==> src/rtl/fp_align_shifter.sv <==
// FPU add/sub pre-adder alignment: selects the larger-exponent operand and
// right-shifts the other mantissa iteratively, collecting guard/round/sticky.
module fp_align_shifter #(
    parameter int SHIFT_STEP = 4
) (
    input  logic        clk,
    input  logic        rst,
    input  logic        in_valid,
    output logic        in_ready,
    input  logic [7:0]  a_exp,
    input  logic [23:0] a_mant,
    input  logic [7:0]  b_exp,
    input  logic [23:0] b_mant,
    output logic        out_valid,
    input  logic        out_ready,
    output logic [24:0] big_mant,
    output logic [24:0] small_mant,
    output logic [7:0]  out_exp,
    output logic [2:0]  grs,
    output logic        swapped
);

    typedef enum logic [1:0] {IDLE, CMP, SHIFT, DONE} state_t;

    typedef struct packed {
        logic [7:0]  exp;
        logic [23:0] mant;
    } operand_t;

    localparam logic [4:0] STEP    = 5'(SHIFT_STEP);
    localparam logic [4:0] MAX_CNT = 5'd26;

    state_t      state_q, state_d;
    operand_t    a_q, b_q;
    operand_t    big_op, small_op;
    logic [23:0] big_mant_q;
    logic [7:0]  big_exp_q;
    logic        swapped_q;
    logic [4:0]  cnt_q;
    logic [26:0] ext_q;

    logic        a_ge_b;
    logic [7:0]  diff;
    logic [4:0]  cmp_cnt;
    logic [4:0]  step_k;
    logic [4:0]  cnt_next;
    logic [26:0] shift_mask;
    logic [26:0] ext_shr;
    logic [26:0] ext_next;

    // Equal exponents keep A as the big operand.
    assign a_ge_b   = a_q.exp >= b_q.exp;
    assign big_op   = a_ge_b ? a_q : b_q;
    assign small_op = a_ge_b ? b_q : a_q;
    assign diff     = big_op.exp - small_op.exp;
    assign cmp_cnt  = (diff >= 8'd26) ? MAX_CNT : diff[4:0];

    // Bits falling off the bottom fold into the sticky position, which is
    // never cleared, so sticky accumulates across all shift cycles.
    assign step_k     = (cnt_q < STEP) ? cnt_q : STEP;
    assign cnt_next   = cnt_q - step_k;
    assign shift_mask = ~({27{1'b1}} << step_k);
    assign ext_shr    = ext_q >> step_k;
    assign ext_next   = {ext_shr[26:1], ext_shr[0] | (|(ext_q & shift_mask))};

    always_ff @(posedge clk or posedge rst) begin
        if (rst) state_q <= IDLE;
        else     state_q <= state_d;
    end

    always_comb begin
        state_d = state_q;
        case (state_q)
            IDLE:  if (in_valid) state_d = CMP;
            CMP:   state_d = (cmp_cnt != 5'd0) ? SHIFT : DONE;
            SHIFT: if (cnt_next == 5'd0) state_d = DONE;
            DONE:  if (out_ready) state_d = IDLE;
            default: state_d = IDLE;
        endcase
    end

    always_ff @(posedge clk or posedge rst) begin
        if (rst) begin
            a_q        <= '0;
            b_q        <= '0;
            big_mant_q <= '0;
            big_exp_q  <= '0;
            swapped_q  <= 1'b0;
            cnt_q      <= '0;
            ext_q      <= '0;
        end else begin
            case (state_q)
                IDLE: if (in_valid) begin
                    a_q <= '{exp: a_exp, mant: a_mant};
                    b_q <= '{exp: b_exp, mant: b_mant};
                end
                CMP: begin
                    big_mant_q <= big_op.mant;
                    big_exp_q  <= big_op.exp;
                    swapped_q  <= ~a_ge_b;
                    cnt_q      <= cmp_cnt;
                    ext_q      <= {small_op.mant, 3'b000};
                end
                SHIFT: begin
                    ext_q <= ext_next;
                    cnt_q <= cnt_next;
                end
                default: ;
            endcase
        end
    end

    assign in_ready   = (state_q == IDLE);
    assign out_valid  = (state_q == DONE);
    assign big_mant   = {1'b0, big_mant_q};
    assign small_mant = {1'b0, ext_q[26:3]};
    assign out_exp    = big_exp_q;
    assign grs        = ext_q[2:0];
    assign swapped    = swapped_q;

endmodule

==> config.mk <==
export PLATFORM = sky130hd
export DESIGN_NAME = fp_align_shifter
export DESIGN_NICKNAME = d
export VERILOG_FILES = /design/src/rtl/fp_align_shifter.sv
export SDC_FILE = /design/constraint.sdc
export NUM_CORES = 1
export LEC_CHECK = 0
export CORE_ASPECT_RATIO = 0.8
export CORE_MARGIN = 4
export CORE_UTILIZATION = 54
export CTS_BUF_LIST = sky130_fd_sc_hd__clkbuf_8
export DETAILED_ROUTE_END_ITERATION = 6
export PLACE_DENSITY = 0.79
export SYNTH_ARGS = -nofsm -noshare
export SYNTH_HDL_FRONTEND = slang
export SYNTH_SLANG_ARGS = --single-unit
export TNS_END_PERCENT = 100
==> constraint.sdc <==
create_clock -name clk -period 4.7 [get_ports clk]
set_clock_uncertainty 0.15 [all_clocks]
set_input_delay 0.705 -clock clk [delete_from_list [all_inputs] [get_ports clk]]
set_output_delay 0.705 -clock clk [all_outputs]
set_load 0.05 [all_outputs]
Word level (Yosys, flattened, before mapping)
Cells that the tools add are included.
{"block": "totals", "reg_bits": 131, "input_bits": 68, "wordCells": 45}
{"block": "op_classes", "addsub": 2, "n_lt_le_gt_ge": 3, "n_eq_ne": 6, "shifts": 2, "n_mux": 11, "bitwise": 4, "n_reduce_logical": 7}
{"cell": "2-to-1 mux 32 bit", "n": 2}
{"cell": "case mux 27 bit (2 select lines)", "n": 1}
{"cell": "bitwise AND 27 bit", "n": 1}
{"cell": "NOT 27 bit", "n": 1}
{"cell": "OR reduction 27 bit", "n": 1}
{"cell": "left shift 27 x 5 -> 27 bit (first input constant)", "n": 1}
{"cell": ">> shifter 27 x 5 -> 27 bit", "n": 1}
{"cell": "2-to-1 mux 5 bit", "n": 2}
{"cell": "case mux 5 bit (2 select lines)", "n": 1}
{"cell": "greater-or-equal comparator 8 x 5 -> 1 bit (second input constant)", "n": 1}
{"cell": "greater-or-equal comparator 8 bit", "n": 1}
{"cell": "case mux 2 bit (4 select lines)", "n": 1}
{"cell": "subtractor 8 bit", "n": 1}
{"cell": "2-to-1 mux 2 bit", "n": 3}
{"cell": "logical NOT 5 bit", "n": 1}
{"cell": "< comparator 5 x 3 -> 1 bit (second input constant)", "n": 1}
{"cell": "nonzero test 5 bit", "n": 1}
{"cell": "subtractor 5 bit", "n": 1}
{"cell": "== test 2 bit (second input constant)", "n": 2}
{"cell": "inequality test 2 bit (second input constant)", "n": 2}
{"cell": "AND reduction 3 bit", "n": 1}
{"cell": "== test 2 x 1 -> 1 bit (second input constant)", "n": 1}
{"cell": "logical NOT 2 bit", "n": 1}
{"cell": "inequality test 2 x 1 -> 1 bit (second input constant)", "n": 1}
{"cell": "other kinds (5)", "n": 5}

Longest topological paths before layout
Gate-level depths: netlist (run 1).
{"block": "depth", "word_depth": 8, "ltp_mapped": 17, "mapped_depth_nobuf": 12}

Worst setup path before layout (run 1)
Ideal clock, no wire load.
{"block": "synth_timing", "kind": "register -> register", "from": "register a_q[30] in the netlist's numbering", "to": "register cnt_q[0]", "setup_time_ps": 120, "arrival_ps": 3721, "required_ps": 4430, "setup_slack_ps": 710, "path_stages_with_launch": 15, "path_buffers": 4, "synth_period_minus_slack_ps": 3990, "cell_sequence": "dfrtp_1 > ha_1 > nand4_4 > o31ai_4 > buf_6 > buf_2 > buf_2 > clkbuf_1 > a21oi_1 > ha_1 > a211oi_1 > o211ai_1 > xnor2_1 > or3_1 > a31o_1"}
{"block": "synth_between", "elab_chain_cells": 6, "word_cells_on_any_way": 7}
{"item": "from (decl)", "line_no": "34", "source": "operand_t a_q, b_q;"}
{"item": "from (signal assigned)", "line_no": "94", "source": "a_q <= '{exp: a_exp, mant: a_mant};"}
{"item": "greater-or-equal comparator 8 bit", "line_no": "52", "source": "assign a_ge_b = a_q.exp >= b_q.exp;"}
{"item": "2-to-1 mux 32 bit (on tied branches)", "line_no": "53, 54"}
{"item": "subtractor 8 bit (*)", "line_no": "55", "source": "assign diff = big_op.exp - small_op.exp;"}
{"item": "greater-or-equal comparator 8 x 5 -> 1 bit", "line_no": "56", "source": "assign cmp_cnt = (diff >= 8'd26) ? MAX_CNT : diff[4:0];"}
{"item": "2-to-1 mux 5 bit (*)", "line_no": "56"}
{"item": "case mux 5 bit (2 select lines) (*)", "line_no": "92", "source": "case (state_q)"}
{"item": "to (signal assigned)", "line_no": "101", "source": "cnt_q <= cmp_cnt;"}
{"item": "to (signal assigned)", "line_no": "106", "source": "cnt_q <= cnt_next;"}
{"item": "to (decl)", "line_no": "39", "source": "logic [4:0] cnt_q;"}
Every way passes the cells marked *; elsewhere a longest branch is shown, timed or not.
A chain may end at the register's enable or synchronous reset.

Worst setup path in the final report (run 1)
{"block": "layout_timing", "from": "register b_q[27] in the netlist's numbering", "to": "register state_q[0]"}
{"block": "layout_between", "elab_chain_cells": 8, "word_cells_on_any_way": 9}
{"item": "from (decl)", "line_no": "34"}
{"item": "from (signal assigned)", "line_no": "95", "source": "b_q <= '{exp: b_exp, mant: b_mant};"}
{"item": "greater-or-equal comparator 8 bit", "line_no": "52"}
{"item": "2-to-1 mux 32 bit (on tied branches)", "line_no": "53, 54"}
{"item": "subtractor 8 bit (*)", "line_no": "55"}
{"item": "greater-or-equal comparator 8 x 5 -> 1 bit", "line_no": "56"}
{"item": "2-to-1 mux 5 bit (*)", "line_no": "56"}
{"item": "nonzero test 5 bit (*)", "line_no": "75", "source": "CMP: state_d = (cmp_cnt != 5'd0) ? SHIFT : DONE;"}
{"item": "2-to-1 mux 1 bit (*)", "line_no": "75"}
{"item": "case mux 2 bit (4 select lines) (*)", "line_no": "73", "source": "case (state_q)"}
{"item": "to (signal assigned)", "line_no": "68", "source": "else state_q <= state_d;"}
{"item": "to (decl)", "line_no": "33", "source": "state_t state_q, state_d;"}
Marked as above.

==> metrics.md, run 1 <==
| Metric | Value |
|---|---|
| Tcrit/Tclk final | `0.833` |
| Hold path startpoint | `b_q[26]$_DFFE_PP0P_` |
| Setup repair after global routing missed its margin | `false` |
| Max Freq | `256 MHz` |
| Die Y | `113 µm` |
| Final WL | `19.2 mm` |
| Synth area leader | `dfrtp_1` |
| Fin area | `9210 µm²` |
| Placed inst area | `8820 µm²` |
| First-pass GRT wire length | `31.0 mm` |
| Synth cell types | `60` |
| Crit Path Category | `flip-flop to flip-flop` |
| Largest net degree at the start of global routing | `76` |
| Non-filler cells, final | `1026` |
| Final hold violations | `0` |
| Worst Tran Pin Value | `0.965 ns` |
| CP required | `4.93 ns` |
| Clk_lat worst skew | `0.44 ns` |
| Yosys top cell area share | `0.441` |
| Die width | `139 µm` |
| Synthesis warning total | `0` |
| I/O Buffers | `129` |
| H-Tree Depth | `4` |
| Filler Cell Count | `1040` |
| Crit Path Max Fanout | `61` |
| Most used DFF post-synth | `dfrtp_1` |
| CTS Buffer Depth | `2` |
| Clock period minus worst slack | `3.91 ns` |
| Avg WL per Cell | `18.7 µm` |
| Worst EP arrival | `4.14 ns` |
| Starting Density | `0.550` |
| Syn avg cell area | `10.2 µm²` |
| CTS Sinks | `131` |
| Most frequent cell after synthesis | `dfrtp_1` |
| Worst setup path start | `b_q[27]$_DFFE_PP0P_` |
| Syn Inst Count | `729` |
| Placer Congestion | `0.891` |
| Max cap viols | `0` |
| Final Hold Slack | `0.365 ns` |
| Outcome | `completed` |
| Total congestion overflow | `0` |
| Max Slew Vio Count | `0` |
| Class of the tightest hold or removal check | `flip-flop to flip-flop` |
| Overall routing resource usage | `0.248` |
| DR DRC count | `0` |
| Reg2Reg Setup Slack | `0.79 ns` |
| Iter 0 DRT Violations | `485` |
| Largest cells by area after synthesis | `dfrtp_1 44%, mux2_2 15%, mux2i_1 7.0%, a21oi_1 4.4%, nor2_1 3.1%` |
| Die area | `15700 µm²` |
| Detailed Place HPWL | `13.7 mm` |
| Startpoint type of the worst setup path | `flip-flop` |
| Placed insts | `996` |
| CTS tree | `built` |
| Flops & latches, synth | `131` |
| CTS resizes | `0` |
| Core area | `13500 µm²` |
| Hold Path End | `b_q[26]$_DFFE_PP0P_` |
| Layout area overhead | `23.9%` |
| Synth cell count leaders | `131 x dfrtp_1, 100 x mux2_2, 66 x a21oi_1` |
| Vias per inst | `5.77` |
| Nets@finish | `917` |
| Hold Path Cell Cnt | `1` |
| I/O pin count | `132` |
| Drt pass-1 iters | `5` |
| Antenna viol nets, final | `0` |
| CTS Root Cell | `clkbuf_8` |
| Post-synth EDFFs | `0` |
| Clk slew on worst S/H paths | `0.08 ns` |
| Synthesized area | `7430 µm²` |
| Vias | `5924` |
| FF-to-FF Start | `b_q[27]$_DFFE_PP0P_` |
| RR Endpoint | `state_q[0]$_DFFE_PP0P_` |
| Worst Setup End Kind | `flip-flop` |
| CTS hold repair buffers | `0` |
| Vias in the first global route | `5941` |
| Layout cells sized above 1 | `0.184` |
| CTS Buf Count | `17` |
| Endpoints failing setup | `0` |
| Post-CTS setup buffer count | `0` |
| Worst Reg-to-Reg Cells | `10` |
| Row count | `38` |
| Initial antenna violation count | `0` |
| Slew margin rel. | `0.357` |
| Sequential-to-total area share from yosys stat | `0.441` |
| Ys async rst share | `1.00` |
| Final TNS setup | `0 ns` |
| Antenna diodes | `0` |
==> layout by cell type (no fill, tap or decap), types with 6 or more instances in the layout <==
cell type,instances
nand2_1,53
ha_1,12
inv_1,28
nor2b_1,10
o22ai_1,7
a21oi_1,66
a211oi_1,11
nand2b_1,6
mux2_2,100
o21ai_0,40
o211ai_1,25
nand3_1,11
dfrtp_1,131
buf_4,8
nor2_1,62
clkdlybuf4s50_1,129
clkbuf_8,18
mux2i_1,52
==> sequential cells by signal, summed over array words and instances, names as in the netlist <==
name / count
swapped: 1
out_exp: 8
cnt_q: 5
big_mant_q: 24
a_q: 32
b_q: 32
state_q: 2
ext_q: 27
==> worst max-delay path, stage by stage (launching register included) <==
cell and delay (ns):
dfrtp_1 0.38, inv_1 0.08, ha_1 0.44, o21a_1 0.17, nor2_1 0.10, o31ai_4 0.75, buf_12 0.39, mux2_2 0.40
o32a_1 0.37, o32ai_4 0.37, a41o_1 0.22
==> routing by layer <==
| layer | routed length (µm) | vias up | GRT usage |
|---|---|---|---|
| li1 | - | 2819 | - |
| met1 | 9290 | 2875 | 0.377 |
| met2 | 8420 | 205 | 0.358 |
| met3 | 1230 | 25 | 0.0642 |
| met4 | 250 | 0 | 0.0554 |
| met5 | 0 | - | 0 |
==> metrics by stage <==
step / setup WS, ns / util
2_1_floorplan: 0.347 / -
3_3_place_gp: 0.915 / 0.653
3_5_place_dp: 0.847 / 0.653
4_1_cts: 0.817 / 0.682
5_1_grt: 0.505 / 0.682
6_report: 0.787 / 0.682
==> worst max-delay path by stage <==
| stage | endpoint | slack (ns) | cells after the start |
|---|---|---|---|
| 2_1_floorplan | a_q[0]$_DFFE_PP0P_ | 0.35 | 1 |
| 3_3_place_gp | cnt_q[4]$_DFFE_PP0P_ | 0.92 | 8 |
| 3_5_place_dp | cnt_q[4]$_DFFE_PP0P_ | 0.85 | 10 |
| 4_1_cts | state_q[0]$_DFFE_PP0P_ | 0.82 | 10 |
| 5_1_grt | cnt_q[0]$_DFFE_PP0P_ | 0.51 | 12 |
| 6_report | state_q[0]$_DFFE_PP0P_ | 0.79 | 10 |
==> cell families (layout without fill, tap and decap cells) <==
logic type	after synthesis	in the layout	share of synthesized area
simple gates	161	161	0.0982
buf+inv	82	198	0.0466
compound gates	181	181	0.157
other cells	2	3	0.00101
flops	131	131	0.441
mux	154	154	0.228
fa+ha+maj	14	14	0.0236
xor+xnor	4	4	0.00472
==> layout make-up <==
class	instances	area [µm²]	share of cell area
Inverter	29	111	0.0121
Tap cell	180	225	0.0245
Multi-Input combinational cell	517	3820	0.415
Clock buffer	18	248	0.0269
Sequential cell	131	3280	0.356
Clock inverter	12	135	0.0147
Timing Repair Buffer	139	1390	0.151
Power of run 1 is not shown: default switching activity piles up to over one toggle a cycle in this logic, so the estimate is an artifact.
==> inputs of run 2 (changes only) <==
--- a/config.mk
+++ b/config.mk
@@ -7,10 +7,10 @@
 export LEC_CHECK = 0
 export CORE_ASPECT_RATIO = 0.8
 export CORE_MARGIN = 4
-export CORE_UTILIZATION = 54
+export CORE_UTILIZATION = 50
 export CTS_BUF_LIST = sky130_fd_sc_hd__clkbuf_8
 export DETAILED_ROUTE_END_ITERATION = 6
-export PLACE_DENSITY = 0.79
+export PLACE_DENSITY = 0.76
 export SYNTH_ARGS = -nofsm -noshare
 export SYNTH_HDL_FRONTEND = slang
 export SYNTH_SLANG_ARGS = --single-unit
==> constraint.sdc (replaced) <==
create_clock -name clk -period 3.3 [get_ports clk]
set_clock_uncertainty 0.15 [all_clocks]
set_input_delay 0.495 -clock clk [delete_from_list [all_inputs] [get_ports clk]]
set_output_delay 0.495 -clock clk [all_outputs]
set_load 0.05 [all_outputs]
==> run 2 against run 1 <==
Effect of this change:
- register-to-register slack worse by 0.68 ns
- sequential share of layout area is 1.2 points lower
- non-clock buffer count grew 22
- global-route usage is 0.056 points higher
- clock-buffer cell count unchanged
- setup slack lost 0.68 ns
==> metrics.md, run 2 (same netlist as run 1, synthesis figures left out) <==
| Metric | Value |
|---|---|
| Total congestion overflow | `0 (unchanged)` |
| Setup repair after global routing missed its margin | `true` |
| Final WL | `20.3 mm (+5.6%)` |
| Worst Setup End Kind | `flip-flop` |
| Largest regs | `a_q x32, b_q x32, ext_q x27` |
| Antenna viol nets, final | `0 (unchanged)` |
| Routed wl met2 | `8.85 mm (+5.2%)` |
| Clk slew on worst S/H paths | `0.08 ns (about the same)` |
| Overall routing resource usage | `0.248 (+0.000563)` |
| I/O Buffers | `129 (unchanged)` |
| Placed inst area | `8990 µm² (+1.9%)` |
| Row count | `39 (+2.6%)` |
| CTS Buf Count | `17 (unchanged)` |
| Endpoints failing setup | `0 (unchanged)` |
| Antenna diodes | `0 (unchanged)` |
| Layout area overhead | `28.3%` |
| DR DRC count | `0 (unchanged)` |
| Crit Path Max Fanout | `10 (-84%)` |
| Dpl ws | `-0.0284 ns (-0.875 ns)` |
| CTS Root Cell | `clkbuf_8` |
| Detailed Place HPWL | `14.3 mm (+3.9%)` |
| Vias | `6080 (+2.6%)` |
| Placer Congestion | `0.882 (-0.99%)` |
| Iter 0 DRT Violations | `375 (-23%)` |
| Clock period minus worst slack | `3.19 ns (-0.725 ns)` |
| Max Freq | `314 MHz (+23%)` |
| CTS Sinks | `131 (unchanged)` |
| Tcrit/Tclk final | `0.966 (+0.134)` |
| Most common cell after layout, fill and taps aside | `dfrtp_1` |
| CP required | `3.47 ns (-1.46 ns)` |
| Max cap viols | `0 (unchanged)` |
| Fin area | `9530 µm² (+3.5%)` |
| Core area | `14400 µm² (+6.6%)` |
| Largest net degree at the start of global routing | `80 (+5.3%)` |
| Clk_lat worst skew | `0.46 ns (+0.02 ns)` |
| Starting Density | `0.516 (-0.0341)` |
| Final hold violations | `0 (unchanged)` |
| Die Y | `117 µm (+3.6%)` |
| Vias per inst | `5.78 (about the same)` |
| H-Tree Depth | `4 (unchanged)` |
| Worst Tran Pin Value | `0.706 ns (-0.259 ns)` |
| I/O pin count | `132 (unchanged)` |
| Avg WL per Cell | `19.3 µm (+3.0%)` |
| Die width | `144 µm (+3.7%)` |
| Highest metal used | `met5` |
| DRT met1 WL | `9.78 mm (+5.3%)` |
| CTS hold repair buffers | `0 (unchanged)` |
| CTS Buffer Depth | `2 (unchanged)` |
| Layout cells sized above 1 | `0.222 (+0.0380)` |
| Startpoint type of the worst setup path | `flip-flop` |
| Filler Cell Count | `1124 (+8.1%)` |
| First-pass GRT wire length | `32.4 mm (+4.4%)` |
| Worst EP arrival | `3.36 ns (-0.78 ns)` |
| Drt pass-1 iters | `5 (unchanged)` |
| Commonest cells after routing, fill and taps aside | `130 x dfrtp_1, 129 x clkdlybuf4s50_1, 100 x mux2_2` |
| Final worst setup slack | `0.112 ns (-0.675 ns)` |
| Met3 routed WL | `1.42 mm (+15%)` |
| Slew margin rel. | `0.529 (+0.172)` |
| Class of the tightest hold or removal check | `input pin to async pin` |
| Outcome | `completed` |
| Vias in the first global route | `6046 (+1.8%)` |
| Initial antenna violation count | `2 (+2)` |
| Max Slew Vio Count | `0 (unchanged)` |
| Crit Path Category | `flip-flop to flip-flop` |
| Nets@finish | `939 (+2.4%)` |
| CTS tree | `built` |
| Die area | `16900 µm² (+7.5%)` |
[run 2: cell types whose count changed in the layout (fill, tap and decap cells not counted), sizes merged]
cell,delta
bufinv,+1
clkinvlp,+1
clkinv,-3
inv,+1
buf,+22
[run 2: layout make-up]
type	count	area, µm²	area share
multi-input cells	517	3920	0.411
flip-flops and latches	131	3280	0.344
repair buffers	161	1580	0.166
clock buffers	18	248	0.0260
well taps	184	230	0.0242
clock inverters	12	159	0.0167
inverters	29	113	0.0118
[run 2: worst paths after layout]
| kind | endpoint | depth (start not counted) | from | slack [ns] |
|---|---|---|---|---|
| worst max-delay path | cnt_q[4]$_DFFE_PP0P_ | 12 | a_q[24]$_DFFE_PP0P_ | 0.11 |
| worst min register to register | ext_q[0]$_DFFE_PP0P_ | 2 | ext_q[0]$_DFFE_PP0P_ | 0.36 |
| worst max register to register | cnt_q[4]$_DFFE_PP0P_ | 12 | a_q[24]$_DFFE_PP0P_ | 0.11 |
| worst min-delay path | out_exp[0]$_DFFE_PP0P_ | 3 | rst | 0.35 |
| max in group asynchronous | b_q[4]$_DFFE_PP0P_ | 3 | rst | 2.09 |
| min in group clk | ext_q[0]$_DFFE_PP0P_ | 2 | ext_q[0]$_DFFE_PP0P_ | 0.36 |
[run 2: repair_timing]
item                       CTS  global route
setup buffers                1             6
setup endpoints to repair    2             6
gates resized for setup      1            14
pin swaps                    1            10
[run 2: routing by layer]
metal,GRT usage,vias to the layer above
met5,0,-
met3,0.0682,19
met2,0.359,226
li1,-,2863
met1,0.371,2968
met4,0.0640,4
[run 2: stage by stage]
step	instances	util	setup TNS, ns	hold slack [ns]
after floorplan	730	-	-0.931	0.329
after global placement	1015	0.624	0	0.337
after detailed placement	1015	0.624	-0.0308	0.347
after CTS	1046	0.654	0	0.353
after global routing	1052	0.662	-0.0656	0.380
final	1052	0.662	0	0.354
[run 2: critical path, cell delays in order (launching register included)]
cell and delay (ns):
dfrtp_1 0.39, inv_2 0.07, ha_4 0.21, nand2b_4 0.15, a2111oi_4 0.37, buf_4 0.20
o31ai_4 0.08, buf_12 0.16, mux2i_4 0.19, xor2_1 0.15, o32a_1 0.37, o32ai_4 0.40
a311oi_2 0.16
Power of run 2 is left out for the same reason.
==> inputs of run 3 (changes only) <==
--- a/config.mk
+++ b/config.mk
@@ -6,9 +6,9 @@
 export NUM_CORES = 1
 export LEC_CHECK = 0
 export CORE_ASPECT_RATIO = 0.8
-export CORE_MARGIN = 4
+export CORE_MARGIN = 2
 export CORE_UTILIZATION = 50
-export CTS_BUF_LIST = sky130_fd_sc_hd__clkbuf_8
+export CTS_BUF_LIST = sky130_fd_sc_hd__clkbuf_4
 export DETAILED_ROUTE_END_ITERATION = 6
 export PLACE_DENSITY = 0.76
 export SYNTH_ARGS = -nofsm -noshare
==> run 3 against run 2 <==
Effect of this change:
- via count fell by 0.95%
- global-route usage rose by 0.99 points
- non-clock buffer count rose by 6
- sequential cell count did not move
- wire length fell by 1.5%
- core utilization barely moved
- design area barely moved
- fmax fell by 0.90%
- critical endpoint unchanged
==> metrics.md, run 3 (same netlist as run 1, synthesis figures left out) <==
| Metric | Value |
|---|---|
| Worst setup path start | `b_q[25]$_DFFE_PP0P_` |
| Commonest cells after routing, fill and taps aside | `131 x dfrtp_1, 129 x clkdlybuf4s50_1, 99 x mux2_2` |
| Row count | `39 (unchanged)` |
| Crit Path Max Fanout | `7 (-3)` |
| Slowest-stage cell, CP | `o31ai_4` |
| Worst EP arrival | `3.49 ns (+0.13 ns)` |
| Antenna viol nets, final | `0 (unchanged)` |
| Overall routing resource usage | `0.258 (+0.00988)` |
| Placed inst area | `9030 µm² (+0.47%)` |
| Slew margin rel. | `0.557 (+0.0278)` |
| Outcome | `completed` |
| CTS Root Cell | `clkbuf_4` |
| First-pass GRT wire length | `31.7 mm (-2.2%)` |
| CTS hold repair buffers | `0 (unchanged)` |
| Starting Density | `0.516 (unchanged)` |
| Dpl ws | `0.0488 ns (+0.0772 ns)` |
| Drt pass-1 iters | `4 (-1)` |
| Final hold violations | `0 (unchanged)` |
| Setup repair after global routing missed its margin | `true` |
| Final worst setup slack | `0.0827 ns (-0.0288 ns)` |
| Reg2Reg Setup Slack | `0.08 ns (-0.03 ns)` |
| I/O Buffers | `129 (unchanged)` |
| Max cap viols | `0 (unchanged)` |
| Crit Path Category | `flip-flop to flip-flop` |
| Avg WL per Cell | `18.8 µm (-2.3%)` |
| Total congestion overflow | `0 (unchanged)` |
| CTS Buffer Depth | `2 (unchanged)` |
| Iter 0 DRT Violations | `333 (-11%)` |
| CP required | `3.57 ns (+0.10 ns)` |
| Met1 Use GR | `0.390 (+0.0193)` |
| Worst Reg-to-Reg Cells | `10 (-2)` |
| Die Y | `113 µm (-3.4%)` |
| Layout area overhead | `28.2% (about the same)` |
| Placer Congestion | `0.864 (-2.1%)` |
| Gr busiest metal | `met1` |
| DR DRC count | `0 (unchanged)` |
| Worst Setup EP | `cnt_q[4]$_DFFE_PP0P_` |
| Max Slew Vio Count | `0 (unchanged)` |
| Non-filler cells, final | `1061 (+0.86%)` |
| Worst path depth | `10 (-2)` |
| CTS Sinks | `131 (unchanged)` |
| Worst Tran Pin Value | `0.663 ns (-0.0431 ns)` |
| Crit-path cells | `inv_1 -> ha_1 -> a2111oi_4 -> buf_4 -> o31ai_4 -> buf_12 -> mux2_4 -> o32a_1 -> o32ai_4 -> a311oi_2` |
| Initial antenna violation count | `1 (-1)` |
| CTS Buf Count | `17 (unchanged)` |
| Placed insts | `1019 (+0.39%)` |
| Tcrit/Tclk final | `0.975 (+0.00874)` |
| Final WL | `20.0 mm (-1.5%)` |
| Layout cells sized above 1 | `0.229 (+0.00710)` |
| WP buf/inv | `3 (unchanged)` |
| Vias | `6022 (-0.95%)` |
| Worst Setup End Kind | `flip-flop` |
| Vias per inst | `5.68 (-1.8%)` |
| Met2 Usage GRT | `0.373 (+0.0147)` |
| Fin area | `9530 µm² (about the same)` |
| Clk slew on worst S/H paths | `0.14 ns (+0.06 ns)` |
| Vias in the first global route | `5984 (-1.0%)` |
| Most common cell after layout, fill and taps aside | `dfrtp_1` |
| Largest net degree at the start of global routing | `65 (-19%)` |
| RR Endpoint | `cnt_q[4]$_DFFE_PP0P_` |
| Detailed Place HPWL | `14.3 mm (about the same)` |
| Die width | `140 µm (-2.8%)` |
| Clock period minus worst slack | `3.22 ns (+0.0288 ns)` |
| CTS tree | `built` |
| Largest regs | `a_q x32, b_q x32, ext_q x27` |
| Clk_lat worst skew | `0.56 ns (+0.10 ns)` |
| I/O pin count | `132 (unchanged)` |
| Class of the tightest hold or removal check | `input pin to async pin` |
| Die area | `15900 µm² (-6.1%)` |
| H-Tree Depth | `4 (unchanged)` |
| FF-to-FF Start | `b_q[25]$_DFFE_PP0P_` |
| Nets@finish | `945 (+0.64%)` |
| Core area | `14400 µm² (unchanged)` |
| Endpoints failing setup | `0 (unchanged)` |
| Max Freq | `311 MHz (-0.90%)` |
| Met3 usage in global routing | `0.0677 (-0.000527)` |
| Final Hold Slack | `0.208 ns (-0.146 ns)` |
| Largest stage delay, worst path | `0.42 ns (+0.02 ns)` |
| Startpoint type of the worst setup path | `flip-flop` |
| Delay-heaviest family, CP | `compound AO/OA/AOI/OAI gates` |
run 3: cell types whose count changed in the layout (fill, tap and decap cells not counted), moves of 2 or more:
cell / change
ha_4: +3
clkinv_1: +2
clkinvlp_4: -2
clkbuf_16: +2
buf_4: +3
inv_6: +3
clkbuf_4: +17
clkbuf_8: -18
ha_2: -2
clkinv_2: +2
run 3: layout make-up:
class                      count  area [µm²]
clock buffer                  17         128
tap                          184         230
sequential                   131        3280
clock inverter                15         154
multi-input combinational    517        3950
antenna                        1        2.50
fill                        1099        4870
inverter                      29         113
timing repair buffer         167        1670
run 3: per-layer routing:
| layer | share of wire | routed length, µm | vias up |
|---|---|---|---|
| met5 | 0 | 0 | - |
| met2 | 0.44 | 8720 | 203 |
| met1 | 0.49 | 9690 | 2929 |
| met3 | 0.067 | 1350 | 18 |
| li1 | - | - | 2872 |
| met4 | 0.011 | 216 | 0 |
run 3: worst min-delay path by stage:
stage                                      end  slack, ns
finish              big_mant_q[22]$_DFFE_PP0P_       0.21
global route               b_q[20]$_DFFE_PP0P_       0.22
CTS                 big_mant_q[22]$_DFFE_PP0P_       0.18
detailed placement         b_q[26]$_DFFE_PP0P_       0.35
global placement           b_q[26]$_DFFE_PP0P_       0.34
floorplan                  b_q[26]$_DFFE_PP0P_       0.33
run 3: timing repair:
action,4_1_cts,5_1_grt
endpoints found under the setup margin,0,6
endpoints found under the hold margin,0,0
buffers inserted,0,7
gates resized for setup,0,17
run 3: through the flow:
step	TNS (ns)	util
final	0	0.662
after global routing	-0.0940	0.662
after CTS	0	0.647
after detailed placement	0	0.627
after global placement	0	0.627
after floorplan	-0.931	-
Power of run 3 is left out for the same reason.
